<file path="config.mk">
export PLATFORM = sky130hd
export DESIGN_NAME = i2c_cmd_arbiter
export DESIGN_NICKNAME = d
export VERILOG_FILES = /design/src/rtl/i2c_cmd_arbiter.sv
export SDC_FILE = /design/constraint.sdc
export NUM_CORES = 1
export LEC_CHECK = 0
export CORE_AREA = 5 5 66 50
export DETAILED_ROUTE_END_ITERATION = 16
export DIE_AREA = 0 0 71 55
export GPL_ROUTABILITY_DRIVEN = 1
export MAX_ROUTING_LAYER = met4
export PLACE_DENSITY = 0.77
export SYNTH_ARGS = -nofsm -noshare
export SYNTH_HDL_FRONTEND = slang
export SYNTH_SLANG_ARGS = --single-unit
</file>
<file path="constraint.sdc">
create_clock -name clk -period 1.89 [get_ports clk]
set_input_delay 0.2835 -clock clk [delete_from_list [all_inputs] [get_ports clk]]
set_output_delay 0.2835 -clock clk [all_outputs]
set_load 0.05 [all_outputs]
</file>
<file path="src/rtl/i2c_cmd_arbiter.sv">
// i2c_cmd_arbiter: round-robin, transaction-locked sharing of one i2c_master command port.
// Latency: grant registered one cycle after request in IDLE; owner strobe reaches m_stb combinationally.
// Backpressure: r_ready mirrors m_ready for the owner only; unready or non-owner strobes are dropped.
// Optional idle-owner watchdog with timeout_irq output: define I2C_ARB_TIMEOUT_EN.
module i2c_cmd_arbiter #(
  parameter int N_REQ     = 2,
  parameter int TIMEOUT_W = 16
) (
  input  logic               clk,
  input  logic               rst_n,
  input  logic [N_REQ-1:0]   r_req,
  output logic [N_REQ-1:0]   r_gnt,
  input  logic [2*N_REQ-1:0] r_cmd,
  input  logic [8*N_REQ-1:0] r_data_in,
  input  logic [N_REQ-1:0]   r_ack_in,
  input  logic [N_REQ-1:0]   r_stb,
  output logic [N_REQ-1:0]   r_ready,
  output logic [7:0]         r_data_out,
  output logic               r_ack_out,
  output logic [1:0]         m_cmd,
  output logic [7:0]         m_data_in,
  output logic               m_ack_in,
  output logic               m_stb,
  input  logic               m_ready,
  input  logic [7:0]         m_data_out,
  input  logic               m_ack_out
`ifdef I2C_ARB_TIMEOUT_EN
  ,
  output logic               timeout_irq
`endif
);

  localparam int PTR_W = (N_REQ > 1) ? $clog2(N_REQ) : 1;
  localparam logic [1:0] CMD_START = 2'b00;
  localparam logic [1:0] CMD_STOP  = 2'b01;

  typedef enum logic [1:0] {S_IDLE, S_OWNED, S_AUTO_STOP, S_WAIT_DONE} state_t;

  if (N_REQ < 1 || N_REQ > 8 || TIMEOUT_W < 1) begin : g_param_check
    $error("i2c_cmd_arbiter: N_REQ must be 1..8 and TIMEOUT_W at least 1");
  end

  state_t           r_state;
  logic [PTR_W-1:0] r_owner;
  logic [PTR_W-1:0] r_rr_ptr;
  logic             r_open;

  logic [PTR_W-1:0] w_sel_hi;
  logic [PTR_W-1:0] w_sel_lo;
  logic [PTR_W-1:0] w_sel;
  logic             w_hi_found;
  logic [PTR_W-1:0] w_owner_inc;
  logic [1:0]       w_own_cmd;
  logic [7:0]       w_own_data;
  logic             w_own_ack;
  logic             w_owned;
  logic             w_own_req;
  logic             w_acc_stb;
  logic             w_acc_start;
  logic             w_acc_stop;

  assign w_owned     = (r_state == S_OWNED);
  assign r_ready     = r_gnt & {N_REQ{m_ready & w_owned}};
  assign w_own_req   = |(r_req & r_gnt);
  // r_ready has at most the owner's bit set, so this is r_stb[owner] & r_ready[owner]
  assign w_acc_stb   = |(r_stb & r_ready);
  assign w_acc_start = w_acc_stb & (w_own_cmd == CMD_START);
  assign w_acc_stop  = w_acc_stb & (w_own_cmd == CMD_STOP);
  assign w_owner_inc = (r_owner == PTR_W'(N_REQ - 1)) ? '0 : r_owner + PTR_W'(1);
  assign r_data_out  = m_data_out;
  assign r_ack_out   = m_ack_out;

`ifdef I2C_ARB_TIMEOUT_EN
  logic [TIMEOUT_W-1:0] r_timer;
  logic                 r_timeout_irq;
  logic                 w_tmo;
  // a strobe accepted in the same cycle the counter saturates keeps the owner alive
  assign w_tmo       = r_open & (&r_timer) & ~w_acc_stb;
  assign timeout_irq = r_timeout_irq;
`endif

  // Round-robin pick: lowest requester at or above rr_ptr, else lowest requester overall (wrap)
  always_comb begin
    w_sel_hi   = '0;
    w_sel_lo   = '0;
    w_hi_found = 1'b0;
    for (int i = N_REQ - 1; i >= 0; i--) begin
      if (r_req[i]) begin
        w_sel_lo = PTR_W'(i);
        if (PTR_W'(i) >= r_rr_ptr) begin
          w_sel_hi   = PTR_W'(i);
          w_hi_found = 1'b1;
        end
      end
    end
    w_sel = w_hi_found ? w_sel_hi : w_sel_lo;
  end

  // Select the owner's command slice
  always_comb begin
    w_own_cmd  = 2'b00;
    w_own_data = 8'h00;
    w_own_ack  = 1'b0;
    for (int i = 0; i < N_REQ; i++) begin
      if (r_owner == PTR_W'(i)) begin
        w_own_cmd  = r_cmd[2*i +: 2];
        w_own_data = r_data_in[8*i +: 8];
        w_own_ack  = r_ack_in[i];
      end
    end
  end

  // Drive the master port: owner pass-through, or the arbiter's own STOP while cleaning up
  always_comb begin
    m_cmd     = 2'b00;
    m_data_in = 8'h00;
    m_ack_in  = 1'b0;
    m_stb     = 1'b0;
    case (r_state)
      S_OWNED: begin
        m_cmd     = w_own_cmd;
        m_data_in = w_own_data;
        m_ack_in  = w_own_ack;
        m_stb     = w_acc_stb;
      end
      S_AUTO_STOP: begin
        m_cmd = CMD_STOP;
        m_stb = m_ready;
      end
      default: ;
    endcase
  end

  // Arbitration FSM: grant, track open transaction, close abandoned ones, rotate priority
  always_ff @(posedge clk) begin
    if (!rst_n) begin
      r_state  <= S_IDLE;
      r_gnt    <= '0;
      r_owner  <= '0;
      r_rr_ptr <= '0;
      r_open   <= 1'b0;
`ifdef I2C_ARB_TIMEOUT_EN
      r_timer       <= '0;
      r_timeout_irq <= 1'b0;
`endif
    end else begin
`ifdef I2C_ARB_TIMEOUT_EN
      r_timeout_irq <= 1'b0;
      r_timer       <= '0;
`endif
      case (r_state)
        S_IDLE: begin
          if (|r_req && m_ready) begin
            r_owner <= w_sel;
            r_gnt   <= N_REQ'(1) << w_sel;
            r_state <= S_OWNED;
          end
        end
        S_OWNED: begin
          if (w_acc_start) begin
            r_open <= 1'b1;
          end else if (w_acc_stop) begin
            r_open <= 1'b0;
          end
          if (w_acc_stop) begin
            // a STOP in the same cycle as the request dropping needs no extra STOP
            r_gnt   <= '0;
            r_state <= S_WAIT_DONE;
          end else if (!w_own_req) begin
            r_gnt <= '0;
            if (r_open || w_acc_start) begin
              r_state <= S_AUTO_STOP;
            end else begin
              r_state  <= S_IDLE;
              r_rr_ptr <= w_owner_inc;
            end
          end
`ifdef I2C_ARB_TIMEOUT_EN
          else if (w_tmo) begin
            r_gnt         <= '0;
            r_state       <= S_AUTO_STOP;
            r_timeout_irq <= 1'b1;
          end else if (!w_acc_stb && r_open && m_ready) begin
            r_timer <= r_timer + TIMEOUT_W'(1);
          end else if (!w_acc_stb) begin
            r_timer <= r_timer;
          end
`endif
        end
        S_AUTO_STOP: begin
          if (m_ready) begin
            r_open  <= 1'b0;
            r_state <= S_WAIT_DONE;
          end
        end
        S_WAIT_DONE: begin
          if (m_ready) begin
            r_state  <= S_IDLE;
            r_rr_ptr <= w_owner_inc;
          end
        end
        default: r_state <= S_IDLE;
      endcase
    end
  end

endmodule
</file>
* Yosys cells after proc, flatten, opt, wreduce, memory -nomap -nowiden
Cells that the tools add are included.
Cells by class: add/sub/neg operators 1, $lt $le $gt $ge 2, eq/ne operators 12, shift operators 1, muxes and demuxes 37, bitwise gates (word level) 6, reductions and logical operators 15
Operator list (number):
- $mux 2 | 10
- $mux 1 | 19
- $mux 8 | 2
- $ne 2x2->1 const B | 6
- $pmux 2 s2 | 2
- $pmux 2 s4 | 1
- $and 2x2->2 | 3
- $pmux 1 s2 | 3
- $reduce_and 3->1 | 2
- $reduce_bool 2->1 | 3
- $reduce_or 2->1 | 3
- $reduce_and 5->1 | 1
- $eq 2x1->1 const B | 2
- $eq 2x2->1 const B | 2
- $logic_not 2->1 | 2
- $reduce_and 4->1 | 1
- $and 1x1->1 | 3
- $ne 3x1->1 const B | 1
- $ne 3x2->1 const B | 1
- $ge 1x1->1 const A | 2
- $reduce_and 2->1 | 1
- $shl 1x1->2 const A | 1
- $add 1x1->1 const B | 1
- $logic_and 1x1->1 | 1
- $logic_or 1x1->1 | 1
Storage, ports and cells: register bits 7, bits of input ports 38, output and inout bits 25, word-level logic and storage cells 79

* Logic depth before layout (Yosys ltp)
Gate-level depths: netlist of the first run.
depth in word-level cells 11, mapped depth 7, depth with buffers taken out 6

* Worst setup path before layout of the first run
No wires, ideal clock.
kind flip-flop to output port, from reg (tool-made name), to out m_ack_in, data arrival time 1607 ps, required time 1607 ps, slack -1 ps, cell stages (with the launch flop) 7, path buffers 2, cells stage by stage dfxtp_1 -> inv_1 -> ha_1 -> buf_2 -> inv_1 -> clkbuf_1 -> nor2_1
RTL lines:
- to (decl) | line 22 | output logic m_ack_in,

==> impl_results.md, run 1 <==
* Outcome: finished clean
* Met1 Resource Use GR at 0.195
* Sinks on Clock Net at 7
* Total Negative Setup Slacks at 0 ns
* P per Cell Area at 506 mW/mm^2
* Crit path DAT at 1.53 ns
* Core area at 0.00264 mm^2
* Number of synthesized register bits at 7
* Synthesized Nets at 143
* Grt total ovfl at 0
* Commonest non-fill, non-tap cell in the layout: clkdlybuf4s50_1
* Htree depth at 1
* Final setup violating endpoints at 0
* Total track usage at 0.143
* Vias in the first global route at 844
* Register share of total power at 0.237
* Synth warn at 0
* Worst Max-Slew Pin Slew at 0.510 ns
* Post-synth cell types at 34
* Top cell type by total area after synthesis: dfxtp_1
* Routed wire length at 2740 um
* Starting Density at 0.295
* Leakage at 0.548 nW
* Final setup margin at 0.0762 ns
* Max_cap viols at 0
* Hpwl dp at 2240 um
* Cell internal pwr at 0.468 mW
* Hold slack at 0.455 ns
* Drt wl/cell at 15.3 um
* Starting DRT DRC Count at 26
* Fin Clk Skew at 0.000407 ns
* Row count at 16
* Total CTS buffers at 3
* Antenna viol nets, final at 0
* P&R area growth vs syn at 80.0%
* Sequential area share after synthesis at 0.179
* Most frequent cells in the layout: clkdlybuf4s50_1 (30), mux2i_1 (13), buf_12 (12)
* Final GP Congestion at 0.931
* Startpoint class of the critical path: flop
* Sw Ratio at 0.341
* Comb power frac at 0.465
* Crit Path Category: flop to output pin
* CTS root buffer: clkbuf_8
* Crit. End Element: output pin
* Die area at 0.00391 mm^2
* Met3 Use GR at 0.0469
* Req. time, crit path at 1.61 ns
* Crit path time final at 1.81 ns
* Antenna violations before repair at 0
* Clock power frac at 0.298
* Post-Synthesis Cells at 101
* RSZ-0062 raised after global routing: yes
* HP Class: flop to flop
* Final Cycle Share at 0.960
* Fmax at 551 MHz
* Worst-path maximum fanout at 8
* Top Usage Layer GRT: met2
* Vias at 877
* Chip width at 71 um
* Hold Fails Final Rpt at 0
* Slew margin rel. at 0.659
* Drt drc at 0
* Initial DRT Pass Iterations at 4
* Synth Cell Area at 781 um^2
* Top area cells in the synthesized netlist: dfxtp_1 (18%), mux2i_1 (17%), buf_4 (8.7%), ha_1 (6.4%), o21ai_0 (5.1%)
* Post-Syn Area per Cell at 7.73 um^2
* CTS tree: yes
* Worst-path clk slew at 0.04 ns
* Number of inserted diodes at 0
* NetSw at 0.242 mW
* Setup Slack @ Placement at 0.0515 ns
* Cts hold-fix bufs at 0
* Share of layout cells above drive strength 1 at 0.231
* Pins over their slew limit at 0
* First-pass GRT wire length at 4220 um
* Die Y-Extent at 55 um
* Largest net degree at the start of global routing at 12
* Latest clock arrival within the worst-skew pair at 0.23 ns
* GRT met2 Usage at 0.206
* Clk buf depth at 2
* Number of I/O port buffers at 44
* Peak supply drop at 0.318 mV
* Num ports at 63
* Final Non-Filler Cells at 179
* Final net count at 186
* Via/cell ratio at 4.90
* Top-area cell type share of the netlist area at 0.179
* Post-CTS Setup Repair Bufs at 0
* Inst Count DP at 175
==> worst paths after layout <==
check	from	end	slack, ns	cells after the start
max	flop	m_data_in[1]	0.08	6
min	r_open	r_open	0.45	2
max reg2reg	flop	r_rr_ptr	0.24	7
min reg2reg	r_open	r_open	0.45	2
==> logic make-up (layout without fill, tap and decap cells) <==
logic type	count (synthesis)	count (layout)	synth area share
adders and majority gates	4	4	0.0641
buffers and inverters	19	61	0.139
muxes	15	15	0.196
AOI/OAI and AO/OA	22	22	0.192
and+or+nand+nor	34	34	0.229
DFF	7	7	0.179
==> routing by layer <==
| metal | part of all wire | up-vias |
|---|---|---|
| li1 | - | 432 |
| met1 | 0.48 | 413 |
| met2 | 0.45 | 30 |
| met3 | 0.057 | 2 |
| met4 | 0.0091 | 0 |
| met5 | 0 | - |
==> critical path, cell delays in order, from the launching register on <==
cell     delay, ns
dfxtp_1       0.34
inv_1         0.09
ha_2          0.21
inv_1         0.10
buf_4         0.18
nor2_1        0.21
buf_12        0.17
==> power by group through the flow <==
| stage | registers, mW | logic (mW) | clock network, mW |
|---|---|---|---|
| after floorplan | 0.178 | 0.200 | 0 |
| after global routing | 0.170 | 0.348 | 0.231 |
| after global placement | 0.170 | 0.320 | 0 |
| final | 0.169 | 0.330 | 0.211 |
| after CTS | 0.168 | 0.328 | 0.217 |
| after detailed placement | 0.170 | 0.325 | 0 |
==> Yosys cell counts, drive strengths merged <==
cell type,instances
nand2b,2
nand2,10
clkbuf,1
and3,3
o41ai,1
dfxtp,7
a31o,1
nor4,1
nand3b,1
mux2i,13
o211a,1
o31ai,1
o21bai,1
mux2,2
buf,13
a21boi,1
o2111ai,1
nor3b,1
nor3,2
and2,3
o211ai,1
a21oi,1
a32o,1
o21ai,9
o2bb2ai,1
ha,4
nand3,1
nor2,10
inv,5
a22oi,2
==> metrics by stage <==
stage                      util  power [mW]  cell area, um^2
final                     0.532       0.710             1410
after global routing      0.532       0.749             1410
after CTS                 0.528       0.712             1400
after detailed placement  0.511       0.495             1350
after global placement    0.511       0.490             1350
after floorplan               -       0.378              781
==> area by class of cell <==
type                       instances  area (um^2)
clock buffer                       4         45.0
fill                             250         1240
inverter                           5         18.8
multi-input combinational         75          539
sequential                         7          141
tap                               36         45.0
timing repair buffer              52          616
==> what timing repair did <==
item	CTS	global route
gates resized for setup	0	4
endpoints found under the setup margin	0	8
endpoints found under the hold margin	0	0
Note: power is estimated with default switching activity, not from simulation.
==> run 2: changes to the inputs <==
--- a/config.mk
+++ b/config.mk
@@ -5,12 +5,13 @@
 export SDC_FILE = /design/constraint.sdc
 export NUM_CORES = 1
 export LEC_CHECK = 0
-export CORE_AREA = 5 5 66 50
+export CORE_AREA = 2 2 63 47
 export DETAILED_ROUTE_END_ITERATION = 16
-export DIE_AREA = 0 0 71 55
+export DIE_AREA = 0 0 65 49
 export GPL_ROUTABILITY_DRIVEN = 1
 export MAX_ROUTING_LAYER = met4
 export PLACE_DENSITY = 0.77
+export SLEW_MARGIN = 20
 export SYNTH_ARGS = -nofsm -noshare
 export SYNTH_HDL_FRONTEND = slang
 export SYNTH_SLANG_ARGS = --single-unit
==> run 2 against run 1 <==
  * Final cell count is 0.56% lower
  * Flip-flop and latch count stayed put
  * Critical path depth stayed put
  * Maximum frequency hardly changed
  * First-iteration DRC count is 23% higher
  * Clock power hardly changed
  * Worst setup slack better by 0.0011 ns
  * Non-clock buffer count is 1 lower
  * Die area is 18% lower
  * Sequential power hardly changed
  * Clock skew is 0.0035 ns higher
  * Wire length is 5.8% lower
==> impl_results.md, run 2 (synthesized netlist as in run 1, its figures left out) <==
* Slew margin rel. at 0.668
* Fin Clk Skew at 0.00386 ns
* Final setup violating endpoints at 0
* Reg2reg end: r_gnt[0]
* Setup crit end: m_ack_in
* P&R area growth vs syn at 79.5%
* Starting Density at 0.298
* Startpoint class of the critical path: flop
* Commonest non-fill, non-tap cell in the layout: clkdlybuf4s50_1
* Most frequent cells in the layout: clkdlybuf4s50_1 (30), mux2i_1 (13), buf_12 (12)
* Hold slack at 0.474 ns
* Clk buf depth at 2
* Fill count at 219
* Row count at 16
* Hpwl dp at 2120 um
* Req. time, crit path at 1.61 ns
* CTS tree: yes
* Crit path time final at 1.81 ns
* Pins over their slew limit at 0
* First-pass GRT wire length at 4150 um
* Crit. End Element: output pin
* Outcome: finished clean
* Vias in the first global route at 863
* Final net count at 185
* Total CTS buffers at 3
* Register area at 143 um^2
* Final Cycle Share at 0.959
* Reg2Reg Depth at 6
* Number of I/O port buffers at 44
* Share of layout cells above drive strength 1 at 0.239
* Fmax at 552 MHz
* Max_cap viols at 0
* Latest clock arrival within the worst-skew pair at 0.23 ns
* Drt drc at 0
* Worst R2R Setup Slack at 0.22 ns
* Largest net degree at the start of global routing at 12
* Sinks on Clock Net at 7
* Cts hold-fix bufs at 0
* Die area at 0.00319 mm^2
* HP Class: flop to flop
* CTS root buffer: clkbuf_8
* Die Y-Extent at 49 um
* Leakage at 0.544 nW
* Post-CTS Resized at 0
* Final GP Congestion at 0.874
* RSZ-0062 raised after global routing: no
* Post-route cell area at 0.00140 mm^2
* Htree depth at 1
* Total track usage at 0.177
* Routed wire length at 2580 um
* Multi-input gate area at 542 um^2
* Post-CTS Setup Repair Bufs at 0
* Worst-path maximum fanout at 9
* P per Cell Area at 505 mW/mm^2
* Crit Path Category: flop to output pin
* Num ports at 63
* Worst-path clk slew at 0.04 ns
* Antenna violations before repair at 0
* Peak supply drop at 0.424 mV
* Placement-stage cell area at 0.00134 mm^2
* Initial DRT Pass Iterations at 4
* Crit path DAT at 1.53 ns
* Chip width at 65 um
* Hold Fails Final Rpt at 0
* Antenna viol nets, final at 0
* Drt wl/cell at 14.5 um
* Grt total ovfl at 0
* Core area at 0.00262 mm^2
* Via/cell ratio at 4.99
* Vias at 889
* Worst Max-Slew Pin Slew at 0.496 ns
* Number of inserted diodes at 0
* Starting DRT DRC Count at 32
run 2: cell count changes in the layout (fill, tap and decap cells not counted), sizes merged:
cell,delta
buf,-1
run 2: worst min-delay path by stage:
stage             end    from  slack (ns)  depth (start not counted)
2_1_floorplan  r_open  r_open        0.44                          2
3_3_place_gp   r_open  r_open        0.45                          2
6_report       r_open  r_open        0.47                          2
5_1_grt        r_open  r_open        0.51                          2
4_1_cts        r_open  r_open        0.47                          2
3_5_place_dp   r_open  r_open        0.46                          2
run 2: critical path: stages, from the launching register on:
cell and delay [ns]:
dfxtp_2 0.34, inv_1 0.09, ha_1 0.21, inv_1 0.11
buf_4 0.19, nor2_1 0.20, buf_12 0.17
run 2: metal layers:
| layer | up-vias | track usage | routed length (um) |
|---|---|---|---|
| met5 | - | - | 0 |
| met4 | 0 | 0.0638 | 51 |
| met3 | 10 | 0.0531 | 176 |
| met2 | 34 | 0.247 | 1160 |
| met1 | 416 | 0.239 | 1190 |
| li1 | 429 | - | - |
run 2: metrics by stage:
stage / TNS, ns / total power, mW / utilization / std cells / setup slack (ns)
final: 0 / 0.707 / 0.534 / 178 / 0.0774
after CTS: 0 / 0.710 / 0.530 / 178 / 0.0485
after detailed placement: 0 / 0.494 / 0.512 / 174 / 0.00409
after global placement: 0 / 0.488 / 0.512 / 174 / 0.0600
after floorplan: -0.00679 / 0.378 / - / 101 / -0.000755
after global routing: 0 / 0.746 / 0.534 / 178 / 0.00542
run 2: cell type report:
| cell class | count | share of cell area |
|---|---|---|
| flip-flops and latches | 7 | 0.102 |
| well taps | 36 | 0.0321 |
| multi-input cells | 75 | 0.387 |
| repair buffers | 51 | 0.434 |
| inverters | 5 | 0.0134 |
| clock buffers | 4 | 0.0321 |
run 2: power by group:
group / total [mW] / internal, mW / switching, mW
Clock: 0.210 / 0.146 / 0.0638
Combinational: 0.329 / 0.164 / 0.165
Sequential: 0.169 / 0.158 / 0.0106
==> run 3: changes to the inputs <==
--- a/config.mk
+++ b/config.mk
@@ -5,12 +5,13 @@
 export SDC_FILE = /design/constraint.sdc
 export NUM_CORES = 1
 export LEC_CHECK = 0
-export CORE_AREA = 2 2 63 47
+export CORE_AREA = 2 2 61 46
+export CTS_BUF_LIST = sky130_fd_sc_hd__clkbuf_4
 export DETAILED_ROUTE_END_ITERATION = 16
-export DIE_AREA = 0 0 65 49
+export DIE_AREA = 0 0 63 48
 export GPL_ROUTABILITY_DRIVEN = 1
 export MAX_ROUTING_LAYER = met4
-export PLACE_DENSITY = 0.77
+export PLACE_DENSITY = 0.79
 export SLEW_MARGIN = 20
 export SYNTH_ARGS = -nofsm -noshare
 export SYNTH_HDL_FRONTEND = slang
==> run 3 against run 2 <==
  * Via count decreased by 0.34%
  * Sequential power about the same
  * Worst hold slack got worse by 0.0051 ns
  * First-iteration DRC count increased by 22%
  * Critical path type is now input pin to output pin
  * Critical endpoint is now m_stb
  * Highest routed layer unchanged
==> impl_results.md, run 3 (synthesized netlist as in run 1, its figures left out) <==
* Chip width at 63 um
* Setup Slack @ Placement at -0.0744 ns
* Htree depth at 1
* Row count at 15
* Final setup violating endpoints at 0
* Drt wl/cell at 15.3 um
* Commonest non-fill, non-tap cell in the layout: clkdlybuf4s50_1
* Clk buf depth at 2
* Worst path cell trace: clkdlybuf4s50_1, a22oi_2, o21ai_0, and2_1, buf_12
* Fill count at 224
* HP Class: flop to flop
* Routed wire length at 2660 um
* P per Cell Area at 478 mW/mm^2
* Final setup margin at 0.0693 ns
* Worst-path maximum fanout at 4
* First-pass GRT wire length at 3850 um
* Delay-heaviest family, CP: buffers and inverters
* P&R area growth vs syn at 78.4%
* Vias at 886
* Largest net degree at the start of global routing at 12
* Placement-stage cell area at 0.00133 mm^2
* Reg2reg end: r_gnt[1]
* Final GP Congestion at 0.823
* Crit. End Element: output pin
* Worst Max-Slew Pin Slew at 0.503 ns
* Die Y-Extent at 48 um
* Fin Clk Skew at 0.0126 ns
* Crit path DAT at 1.54 ns
* Max_cap viols at 0
* Slew margin rel. at 0.663
* Total track usage at 0.180
* Outcome: finished clean
* Startpoint class of the critical path: input pin
* Crit Path Category: input pin to output pin
* Final Cycle Share at 0.963
* Number of I/O port buffers at 44
* Number of inserted diodes at 0
* Post-CTS Setup Repair Bufs at 0
* Final Util at 0.584
* Worst-path clk slew at 0.06 ns
* Post-route cell area at 0.00139 mm^2
* Via/cell ratio at 5.09
* Antenna violations before repair at 0
* Total CTS buffers at 3
* Starting Density at 0.328
* Drt drc at 0
* Sinks on Clock Net at 7
* Fmax at 549 MHz
* Grt total ovfl at 0
* Share of layout cells above drive strength 1 at 0.293
* Leakage at 0.530 nW
* Multi-input gate area at 566 um^2
* Worst hold path endpoint: r_open
* Worst R2R Start: r_state[0]
* Num ports at 63
* Starting DRT DRC Count at 39
* CP bufs+invs at 2
* Worst R2R Setup Slack at 0.20 ns
* Slowest cell on crit path: clkdlybuf4s50_1
* Hold Fails Final Rpt at 0
* Hpwl dp at 2140 um
* Req. time, crit path at 1.61 ns
* Hold path cells at 2
* Initial DRT Pass Iterations at 4
* Latest clock arrival within the worst-skew pair at 0.27 ns
* Peak supply drop at 0.316 mV
* CP peak stage delay at 0.43 ns
* Final net count at 183
* Register area at 143 um^2
* CTS root buffer: clkbuf_4
* Antenna viol nets, final at 0
* Most frequent cells in the layout: clkdlybuf4s50_1 (30), mux2i_1 (12), buf_12 (12)
* Pins over their slew limit at 0
* Vias in the first global route at 811
* CTS tree: yes
* Hold slack at 0.469 ns
* Core area at 0.00238 mm^2
* Die area at 0.00302 mm^2
* Reg2Reg Depth at 6
* RSZ-0062 raised after global routing: no
* Hold wc startpoint: r_open
* Crit path time final at 1.82 ns
* Total power at 0.665 mW
-- run 3: cell count changes in the layout (fill, tap and decap cells not counted), sizes merged --
cell / change
buf: -2
-- run 3: report_power, final --
| group | total [mW] | switching, mW | leakage [nW] | internal, mW |
|---|---|---|---|---|
| Sequential | 0.170 | 0.0125 | 0.0580 | 0.157 |
| Clock | 0.162 | 0.0662 | 0.0184 | 0.0956 |
| Combinational | 0.334 | 0.169 | 0.454 | 0.165 |
-- run 3: layout make-up --
class | count | area share
inverters | 5 | 0.0135
multi-input cells | 75 | 0.406
well taps | 34 | 0.0305
flip-flops and latches | 7 | 0.102
repair buffers | 49 | 0.426
clock buffers | 4 | 0.0216
-- run 3: how the worst max path moves through the flow --
| stage | cells past startpoint | startpoint | endpoint |
|---|---|---|---|
| after global placement | 5 | r_stb[0] | m_stb |
| after floorplan | 6 | flop | m_ack_in |
| after detailed placement | 5 | r_stb[0] | m_stb |
| after global routing | 5 | r_stb[0] | m_stb |
| after CTS | 6 | flop | m_data_in[3] |
| final | 5 | r_stb[0] | m_stb |
-- run 3: stage by stage --
step	TNS [ns]	std cells
after global placement	-0.0186	170
after CTS	0	174
after detailed placement	-0.0744	170
after global routing	0	174
final	0	174
after floorplan	-0.00679	101
-- run 3: repair_timing --
item                                   4_1_cts  5_1_grt
endpoints found under the hold margin        0        0
hold buffers                                 0        0
gates resized for setup                      2       12
setup endpoints to repair                    2       13
pin swaps                                    0        1
-- run 3: layer usage --
| metal | part of all wire | GRT usage |
|---|---|---|
| met4 | 0.0064 | 0.0578 |
| met1 | 0.44 | 0.226 |
| met3 | 0.065 | 0.0494 |
| met5 | 0 | - |
| met2 | 0.49 | 0.285 |
-- run 3: worst register-to-register path, stage by stage (launching register included) --
cell      delay (ns)
dfxtp_2         0.35
inv_1           0.12
ha_1            0.29
o211ai_1        0.20
nor3b_1         0.36
o211a_1         0.21
a31o_1          0.09
